[src/rtl/asmd_mult_feeder_pkg.sv]
// Shared definitions for the asmd_multiplier operand feeder: FSM state
// encodings and default sizing.
package asmd_mult_feeder_pkg;

    localparam int DEFAULT_WORD_LENGTH = 4;
    localparam int DEFAULT_FIFO_DEPTH  = 4;

    // Cycles spent in WAIT_BUSY with mult_ready still high before re-pulsing start.
    localparam int RETRY_CYCLES = 2;

    typedef enum logic [1:0] {
        IDLE      = 2'd0,
        ISSUE     = 2'd1,
        WAIT_BUSY = 2'd2,
        WAIT_DONE = 2'd3
    } state_t;

endpackage

[src/rtl/asmd_mult_feeder_operand_fifo.sv]
// Synchronous FIFO holding packed operand pairs; full/empty derived from an
// occupancy count one bit wider than the pointers.
module asmd_mult_feeder_operand_fifo #(
    parameter int width = 8,
    parameter int depth = 4
) (
    input  logic             clk,
    input  logic             reset,
    input  logic             push,
    input  logic [width-1:0] push_data,
    input  logic             pop,
    output logic [width-1:0] head_data,
    output logic             full,
    output logic             empty
);

    localparam int AW = $clog2(depth);
    localparam int CW = AW + 1;

    logic [width-1:0] mem [depth];

    logic [AW-1:0] wr_ptr_q, wr_ptr_d;
    logic [AW-1:0] rd_ptr_q, rd_ptr_d;
    logic [CW-1:0] count_q,  count_d;

    logic push_fire;
    logic pop_fire;

    assign full      = (count_q == CW'(depth));
    assign empty     = (count_q == '0);
    assign push_fire = push && !full;
    assign pop_fire  = pop && !empty;
    assign head_data = mem[rd_ptr_q];

    // Pointers are exactly log2(depth) bits wide, so increments wrap for free.
    always_comb begin
        wr_ptr_d = wr_ptr_q;
        rd_ptr_d = rd_ptr_q;
        count_d  = count_q;
        if (push_fire) begin
            wr_ptr_d = wr_ptr_q + AW'(1);
        end
        if (pop_fire) begin
            rd_ptr_d = rd_ptr_q + AW'(1);
        end
        case ({push_fire, pop_fire})
            2'b10:   count_d = count_q + CW'(1);
            2'b01:   count_d = count_q - CW'(1);
            default: count_d = count_q;
        endcase
    end

    always_ff @(posedge clk or negedge reset) begin
        if (!reset) begin
            wr_ptr_q <= '0;
            rd_ptr_q <= '0;
            count_q  <= '0;
        end else begin
            wr_ptr_q <= wr_ptr_d;
            rd_ptr_q <= rd_ptr_d;
            count_q  <= count_d;
        end
    end

    always_ff @(posedge clk) begin
        if (push_fire) begin
            mem[wr_ptr_q] <= push_data;
        end
    end

endmodule

[src/rtl/asmd_mult_feeder.sv]
// Streams operand pairs into a start/ready sequential multiplier one at a time
// and hands each product downstream on a valid/ready result port.
module asmd_mult_feeder
    import asmd_mult_feeder_pkg::*;
#(
    parameter int word_length = DEFAULT_WORD_LENGTH,
    parameter int fifo_depth  = DEFAULT_FIFO_DEPTH
) (
    input  logic                     clk,
    input  logic                     reset,
    input  logic                     in_valid,
    output logic                     in_ready,
    input  logic [word_length-1:0]   in_a,
    input  logic [word_length-1:0]   in_b,
    output logic [word_length-1:0]   word0,
    output logic [word_length-1:0]   word1,
    output logic                     start,
    input  logic [2*word_length-1:0] mult_product,
    input  logic                     mult_ready,
    output logic                     out_valid,
    input  logic                     out_ready,
    output logic [2*word_length-1:0] out_product,
    output logic                     busy
);

    localparam int PW = 2 * word_length;

    state_t state_q, state_d;

    logic                   start_q,       start_d;
    logic [word_length-1:0] word0_q,       word0_d;
    logic [word_length-1:0] word1_q,       word1_d;
    logic                   out_valid_q,   out_valid_d;
    logic [PW-1:0]          out_product_q, out_product_d;
    logic                   wait_cnt_q,    wait_cnt_d;
    logic                   reissue_q,     reissue_d;

    logic          fifo_pop;
    logic          fifo_full;
    logic          fifo_empty;
    logic [PW-1:0] fifo_head;

    asmd_mult_feeder_operand_fifo #(
        .width (PW),
        .depth (fifo_depth)
    ) u_operand_fifo (
        .clk       (clk),
        .reset     (reset),
        .push      (in_valid),
        .push_data ({in_a, in_b}),
        .pop       (fifo_pop),
        .head_data (fifo_head),
        .full      (fifo_full),
        .empty     (fifo_empty)
    );

    always_comb begin
        state_d       = state_q;
        start_d       = 1'b0;
        word0_d       = word0_q;
        word1_d       = word1_q;
        out_valid_d   = out_valid_q;
        out_product_d = out_product_q;
        wait_cnt_d    = wait_cnt_q;
        reissue_d     = reissue_q;
        fifo_pop      = 1'b0;

        if (out_valid_q && out_ready) begin
            out_valid_d = 1'b0;
        end

        case (state_q)
            IDLE: begin
                // Holding off while a result is pending keeps exactly one result outstanding.
                if (!fifo_empty && mult_ready && !out_valid_q) begin
                    state_d   = ISSUE;
                    start_d   = 1'b1;
                    word0_d   = fifo_head[PW-1:word_length];
                    word1_d   = fifo_head[word_length-1:0];
                    reissue_d = 1'b0;
                end
            end
            ISSUE: begin
                fifo_pop   = !reissue_q;
                wait_cnt_d = 1'b0;
                state_d    = WAIT_BUSY;
            end
            WAIT_BUSY: begin
                if (!mult_ready) begin
                    state_d = WAIT_DONE;
                end else if (wait_cnt_q == 1'(RETRY_CYCLES - 1)) begin
                    // Multiplier never acknowledged: re-pulse with the same held operands.
                    state_d   = ISSUE;
                    start_d   = 1'b1;
                    reissue_d = 1'b1;
                end else begin
                    wait_cnt_d = 1'b1;
                end
            end
            WAIT_DONE: begin
                if (mult_ready) begin
                    out_product_d = mult_product;
                    out_valid_d   = 1'b1;
                    state_d       = IDLE;
                end
            end
            default: begin
                state_d = IDLE;
            end
        endcase
    end

    always_ff @(posedge clk or negedge reset) begin
        if (!reset) begin
            state_q       <= IDLE;
            start_q       <= 1'b0;
            word0_q       <= '0;
            word1_q       <= '0;
            out_valid_q   <= 1'b0;
            out_product_q <= '0;
            wait_cnt_q    <= 1'b0;
            reissue_q     <= 1'b0;
        end else begin
            state_q       <= state_d;
            start_q       <= start_d;
            word0_q       <= word0_d;
            word1_q       <= word1_d;
            out_valid_q   <= out_valid_d;
            out_product_q <= out_product_d;
            wait_cnt_q    <= wait_cnt_d;
            reissue_q     <= reissue_d;
        end
    end

    assign in_ready    = !fifo_full;
    assign start       = start_q;
    assign word0       = word0_q;
    assign word1       = word1_q;
    assign out_valid   = out_valid_q;
    assign out_product = out_product_q;
    assign busy        = (state_q != IDLE);

endmodule

[config.mk]
export PLATFORM = sky130hd
export DESIGN_NAME = asmd_mult_feeder
export DESIGN_NICKNAME = d
export VERILOG_FILES = /design/src/rtl/asmd_mult_feeder_pkg.sv /design/src/rtl/asmd_mult_feeder_operand_fifo.sv /design/src/rtl/asmd_mult_feeder.sv
export SDC_FILE = /design/constraint.sdc
export NUM_CORES = 1
export LEC_CHECK = 0
export ABC_AREA = 1
export CAP_MARGIN = 40
export CELL_PAD_IN_SITES_DETAIL_PLACEMENT = 0
export CELL_PAD_IN_SITES_GLOBAL_PLACEMENT = 2
export CORE_UTILIZATION = 31
export CTS_BUF_LIST = sky130_fd_sc_hd__clkbuf_8 sky130_fd_sc_hd__clkbuf_16
export CTS_CLUSTER_SIZE = 10
export DETAILED_ROUTE_END_ITERATION = 8
export GPL_TIMING_DRIVEN = 0
export PLACE_DENSITY = 0.79
export SYNTH_ARGS = -nofsm -noshare
export SYNTH_HDL_FRONTEND = slang
export SYNTH_HIERARCHICAL = 1
export SYNTH_SLANG_ARGS = --single-unit
[constraint.sdc]
create_clock -name clk -period 1.9 [get_ports clk]
set_input_delay 0.38 -clock clk [delete_from_list [all_inputs] [get_ports clk]]
set_output_delay 0.38 -clock clk [all_outputs]
set_load 0.005 [all_outputs]
* Word level (Yosys, flattened, before mapping) *
Memory sizes are Yosys's and may differ from the RTL's. A register that Yosys moved wholly into a read port is not among the register bits.
Cells that the tools add are included.

word-level totals
  flip-flop bits (word level) = 21
  memory bits (writable) = 32
  output and inout bits = 20
  word-level logic and storage cells = 68
  memories = 1

memory list
  name                words  bits a word  rd ports  clocked after memory_dff  write ports  line                                 RTL
  u_operand_fifo.mem  4      8            1         1                         1            asmd_mult_feeder_operand_fifo.sv:20  logic [width-1:0] mem [depth];

cells by class
  add/subtract/negate cells = 4
  equality and inequality tests = 11
  multiplexer cells = 22
  reductions and logical operators = 21

operators with widths
  operator                                                               count
  1-bit two-way mux                                                      13
  2-bit two-way mux                                                      4
  2-bit != test, second input constant                                   4
  2-bit one-hot mux with 4 select lines                                  1
  2-bit nonzero test                                                     4
  2-bit equality test, second input constant                             3
  1-bit one-hot mux with 2 select lines                                  3
  3-bit one-hot mux with 2 select lines                                  1
  2-bit AND reduction                                                    3
  1-bit logical AND                                                      5
  1-bit logical NOT                                                      5
  2-bit by 1-bit adder with 2-bit output, second input constant          2
  2-bit by 1-bit equality test with 1-bit output, second input constant  2
  4-bit AND reduction                                                    1
  3-bit by 1-bit adder with 3-bit output, second input constant          1
  3-bit equality test, second input constant                             1
  3-bit logical NOT                                                      1
  3-bit != test, second input constant                                   1
  3-bit AND reduction                                                    1
  3-bit by 1-bit subtractor with 3-bit output, second input constant     1
  2-bit logical NOT                                                      1

* Logic depth before layout (Yosys ltp) *
Gate-level depths: netlist of run 1.

  word-level depth = 6
  depth in mapped cells = 12

* Modules after synthesis *
Netlist of run 1, hierarchy kept.

modules (own cells, without submodules)
  module                         instances  cells each  area each (um^2)
  asmd_mult_feeder_operand_fifo  1          154         1751.7
  asmd_mult_feeder               1          104         970.9

* Worst setup path after synthesis of run 1 *
OpenSTA, ideal clock, no wires.

  path kind = flip-flop to flip-flop
  start = register state_q[0]
  end = register u_operand_fifo.count_q[2]
  setup time = 117 ps
  arrival = 1712 ps
  data required time = 1783 ps
  setup slack = 71 ps
  cell stages (with the launch flop) = 12
  period minus slack after synthesis = 1829 ps
  path through = dfrtp_1 > inv_1 > nor3_1 > nand2_1 > inv_1 > ha_1 > inv_1 > fa_1 > nand2_1 > nand3_1 > nand2_1 > nand2_1

between the ends
  cells in the longest elaborated chain, start to end = 5
  elaborated cells between the ends (all ways) = 7
  those cells by class = 3 x eq/ne; 2 x mux; 2 x reduce/logical

ends and longest elaborated chain
  item                                                                                   line                                 RTL
  start: declaration                                                                     asmd_mult_feeder.sv:28               state_t state_q, state_d;
  start signal: assignment                                                               asmd_mult_feeder.sv:124              state_q <= state_d;
  2-bit by 1-bit equality test with 1-bit output *                                       asmd_mult_feeder.sv:72               case (state_q)
  1-bit two-way mux *                                                                    asmd_mult_feeder.sv:72
  net fifo_pop                                                                           asmd_mult_feeder.sv:38               logic fifo_pop;
  1-bit logical AND *                                                                    asmd_mult_feeder_operand_fifo.sv:32  assign pop_fire = pop && !empty;
  net u_operand_fifo.pop_fire                                                            asmd_mult_feeder_operand_fifo.sv:27  logic pop_fire;
  2-bit by 1-bit equality test with 1-bit output or 2-bit equality test (tied branches)  asmd_mult_feeder_operand_fifo.sv:46  case ({push_fire, pop_fire})
  3-bit one-hot mux with 2 select lines or 2-bit nonzero test (tied branches)            --
  end signal: assignment                                                                 asmd_mult_feeder_operand_fifo.sv:61  count_q <= count_d;
  end: declaration                                                                       asmd_mult_feeder_operand_fifo.sv:24  logic [CW-1:0] count_q, count_d;

Mark *: on every way through the listed nets, which the timed path passes. The rest lies on a longest branch.
A chain may end at the register's enable or synchronous reset.

* Worst setup path after layout of run 1 *
  start = register u_operand_fifo.count_q[0]
  end = register u_operand_fifo.count_q[1]

between the ends
  cells in the longest elaborated chain, start to end = 5
  elaborated cells between the ends (all ways) = 12
  those cells by class = 2 x add/sub; 3 x eq/ne; 1 x mux; 6 x reduce/logical

ends and longest elaborated chain
  item                                                                                   line                                 RTL
  3-bit logical NOT *                                                                    asmd_mult_feeder_operand_fifo.sv:30  assign empty = (count_q == '0);
  1-bit logical NOT *                                                                    asmd_mult_feeder_operand_fifo.sv:32
  1-bit logical AND *                                                                    asmd_mult_feeder_operand_fifo.sv:32
  net u_operand_fifo.pop_fire                                                            asmd_mult_feeder_operand_fifo.sv:27
  2-bit by 1-bit equality test with 1-bit output or 2-bit equality test (tied branches)  asmd_mult_feeder_operand_fifo.sv:46
  3-bit one-hot mux with 2 select lines or 2-bit nonzero test (tied branches)            --

Marked as above.

==> results of run 1 <==
stage by stage:
stage | setup WS (ns) | power, W | hold slack, ns
finish | 0.0782 | 0.00556 | 0.469
global route | -0.0173 | 0.00602 | 0.495
CTS | 0.0146 | 0.00546 | 0.474
detailed placement | -0.274 | 0.00413 | 0.458
global placement | -0.236 | 0.00410 | 0.454
floorplan | 0.0709 | 0.00332 | 0.0844
synthesized netlist by cell type:
cell type / n / area share (%)
nand2_2: 2 / 0.46
fa_1: 1 / 0.74
clkbuf_8: 1 / 0.51
buf_4: 3 / 0.83
nor2_8: 1 / 0.74
nand3_4: 1 / 0.64
buf_6: 4 / 1.7
ha_1: 5 / 2.3
nor2_4: 1 / 0.41
o21ai_0: 3 / 0.55
a21oi_1: 1 / 0.18
nand4_1: 9 / 2.1
nor3_1: 1 / 0.18
nand2_4: 1 / 0.41
inv_2: 4 / 0.55
o21ai_1: 2 / 0.37
nand3_1: 13 / 2.4
inv_1: 38 / 5.2
edfxtp_1: 32 / 35
nand2_1: 78 / 11
nand3_2: 3 / 1.1
xnor2_1: 1 / 0.32
nand3b_1: 1 / 0.28
o211ai_1: 16 / 4.4
dfrtp_1: 29 / 27
nor2_1: 7 / 0.97
cell type report:
cell class	count	area, um2
plain buffers	8	81.3
clock buffers	9	124
clock inverters	7	90.1
fillers	817	4720
inverters	42	158
multi-input cells	147	823
flip-flops and latches	61	1690
well taps	105	131
repair buffers	54	524
power breakdown:
part | leakage [nW] | switching [W] | internal [W]
clock network | 0.0966 | 0.000499 | 0.000728
registers | 0.651 | 0.000227 | 0.00184
logic | 0.886 | 0.00119 | 0.00108
total | 1.63 | 0.00191 | 0.00365
cells by family after synthesis:
logic type               Yosys count  share of synthesized area (%)
AND/OR/NAND/NOR                  118                           20.4
flip-flops                        61                           61.9
buffers and inverters             50                           8.78
AO/OA/AOI/OAI                     22                           5.51
adder cells (fa/ha/maj)            6                           3.03
XOR/XNOR                           1                          0.322
sequential cells by signal, indices dropped and copies added, names as in the netlist:
name                     count
out_product                  8
word1                        4
u_operand_fifo/count_q       3
state_q                      2
reissue_q                    1
u_operand_fifo/mem          32
start                        1
u_operand_fifo/wr_ptr_q      2
word0                        4
out_valid                    1
u_operand_fifo/rd_ptr_q      2
wait_cnt_q                   1
how the worst max path moves through the flow:
stage / startpoint / to / cells past startpoint
2_1_floorplan: state_q[0] / u_operand_fifo/count_q[2] / 11
3_3_place_gp: state_q[0] / u_operand_fifo/count_q[2] / 11
3_5_place_dp: state_q[0] / u_operand_fifo/count_q[2] / 11
4_1_cts: u_operand_fifo/count_q[0] / in_ready / 5
5_1_grt: u_operand_fifo/count_q[0] / u_operand_fifo/count_q[1] / 9
6_report: u_operand_fifo/count_q[0] / u_operand_fifo/count_q[1] / 9
metal layers:
layer / track usage, % / wire length [um] / vias to the layer above
met3: 3.79 / 234 / 9
met5: 0 / 0 / -
met2: 20.9 / 2650 / 36
met4: 6.09 / 81 / 0
met1: 16.2 / 2360 / 864
li1: - / - / 976
layout by cell type, fill, tap and decap left out, types with 3 or more instances in the layout:
cell type | Yosys | layout
buf_4 | 3 | 16
buf_6 | 4 | 4
clkbuf_8 | 1 | 10
clkdlybuf4s50_1 | 0 | 39
clkinvlp_4 | 0 | 3
dfrtp_1 | 29 | 27
edfxtp_1 | 32 | 32
ha_1 | 5 | 5
inv_1 | 38 | 35
inv_2 | 4 | 7
nand2_1 | 78 | 76
nand2_2 | 2 | 4
nand3_1 | 13 | 13
nand4_1 | 9 | 9
nor2_1 | 7 | 7
o211ai_1 | 16 | 16
o21ai_0 | 3 | 3
critical path, stage by stage, from the launching register on:
cell     delay, ns
dfrtp_1       0.40
inv_2         0.09
buf_4         0.11
nand3_2       0.11
nand2_2       0.10
inv_1         0.04
ha_1          0.18
inv_1         0.12
fa_2          0.44
o21ai_0       0.15
repair_timing:
action / in CTS / in global routing
gates cloned: 0 / 0
endpoints found under the setup margin: 4 / 3
buffers inserted: 3 / 10
hold buffers: 0 / 0
pin swaps: 1 / 2
gates resized for setup: 8 / 4
==> flow_metrics.py, run 1 <==
metrics = {
    "outcome": {
        "status": "completed",
    },
    "die": {
        "die_y_um": 95.7,
        "row_count": 33,
        "dieArea_um2": 9160,
        "ios": 41,
        "start_util_pct": 32.6,
        "die_w_um": 95.7,
        "core_um2": 8340,
    },
    "routing": {
        "postRouteAntennaNets": 0,
        "drt_iter0_markers": 62,
        "totalWireLength_um": 5330,
        "route.detailed.drc": 0,
        "post_drt_wl_per_cell_um": 12.3,
        "routed_via_density": 4.35,
        "num_vias": 1885,
        "drtPass1Iterations": 4,
    },
    "synthesis": {
        "avgSynthCellArea_um2": 10.6,
        "synth_cells": 258,
        "synthesis.area_um2": 2720,
        "synth_cell_types": 26,
        "synth_warnings": 6,
        "syn-num-nets": 285,
        "ys_ff_latch": 61,
        "seq_area_frac_synth_pct": 61.9,
    },
    "sta": {
        "hold_violations": 0,
        "fin_worst_skew_ns": 0.00710,
        "finalCritPeriodShare_pct": 95.9,
        "fmax_ghz": 0.549,
        "max_slew_margin_pct": 45.6,
        "setup_viol": 0,
        "final.setup.tns_ns": 0,
        "worst_slew_pin_slew_ns": 0.813,
        "slew_violations": 0,
        "min_period_ns": 1.82,
    },
    "setup_path": {
        "reg2reg_to": "u_operand_fifo/count_q[1]",
        "rrSetupSlack_ns": 0.08,
        "cp-end-kind": "flip-flop",
        "crit_required_ns": 2.15,
        "cp_max_fo": 5,
        "arrival_ns": 2.07,
        "critPathLaunchType": "flip-flop",
        "reg2regPathDepth": 9,
        "critPathKind": "flip-flop to flip-flop",
        "r2r_start": "u_operand_fifo/count_q[0]",
    },
    "clock_tree": {
        "clk_path_buf_depth": 2,
        "cts_sinks": 61,
        "insertion_delay_ns": 0.33,
        "cts_tree": "built",
        "root_buffer": "clkbuf_8",
        "htree_levels": 3,
        "clk_pin_slew_ns": 0.06,
        "numCtsBuffers": 9,
    },
    "global_route": {
        "antenna_found_initial": 0,
        "grt_overflow_total": 0,
        "grt_pass1_wl_um": 8780,
        "grt_pass1_vias": 1788,
        "grt_usage_pct": 13.0,
        "grt_max_degree": 17,
    },
    "run": {
        "drv_cap": 0,
    },
    "finish": {
        "final_core_util_pct": 43.4,
        "finalNetCount": 350,
        "drive_gt1_share_pct": 17.7,
        "syn2layout_area_growth_pct": 33.0,
        "final_cells": 433,
        "diodes": 0,
        "final_area_um2": 3620,
    },
    "min_path": {
        "timing.hold.worst_endpoint": "word1[0]",
        "min_from": "word1[0]",
        "hold_class": "flip-flop to flip-flop",
        "worstHoldPathCells": 2,
    },
    "power": {
        "p_leak_nw": 1.63,
        "power.density_nw_per_um2": 1540,
        "irDropWorstVdd_mv": 0.453,
    },
    "place": {
        "dp_cells": 404,
        "io_buffers": 40,
        "placed_area_um2": 3280,
        "dpl.hpwl_um": 3600,
        "gp_routability_congestion": 0.740,
    },
}
No activity file was read; power rests on OpenSTA's default activity.
==> inputs of run 2 (changes only) <==
- HOLD_SLACK_MARGIN: unset -> 0.08
==> results of run 2 <==
Final layout, timing and power as in run 1 (identical DEF).
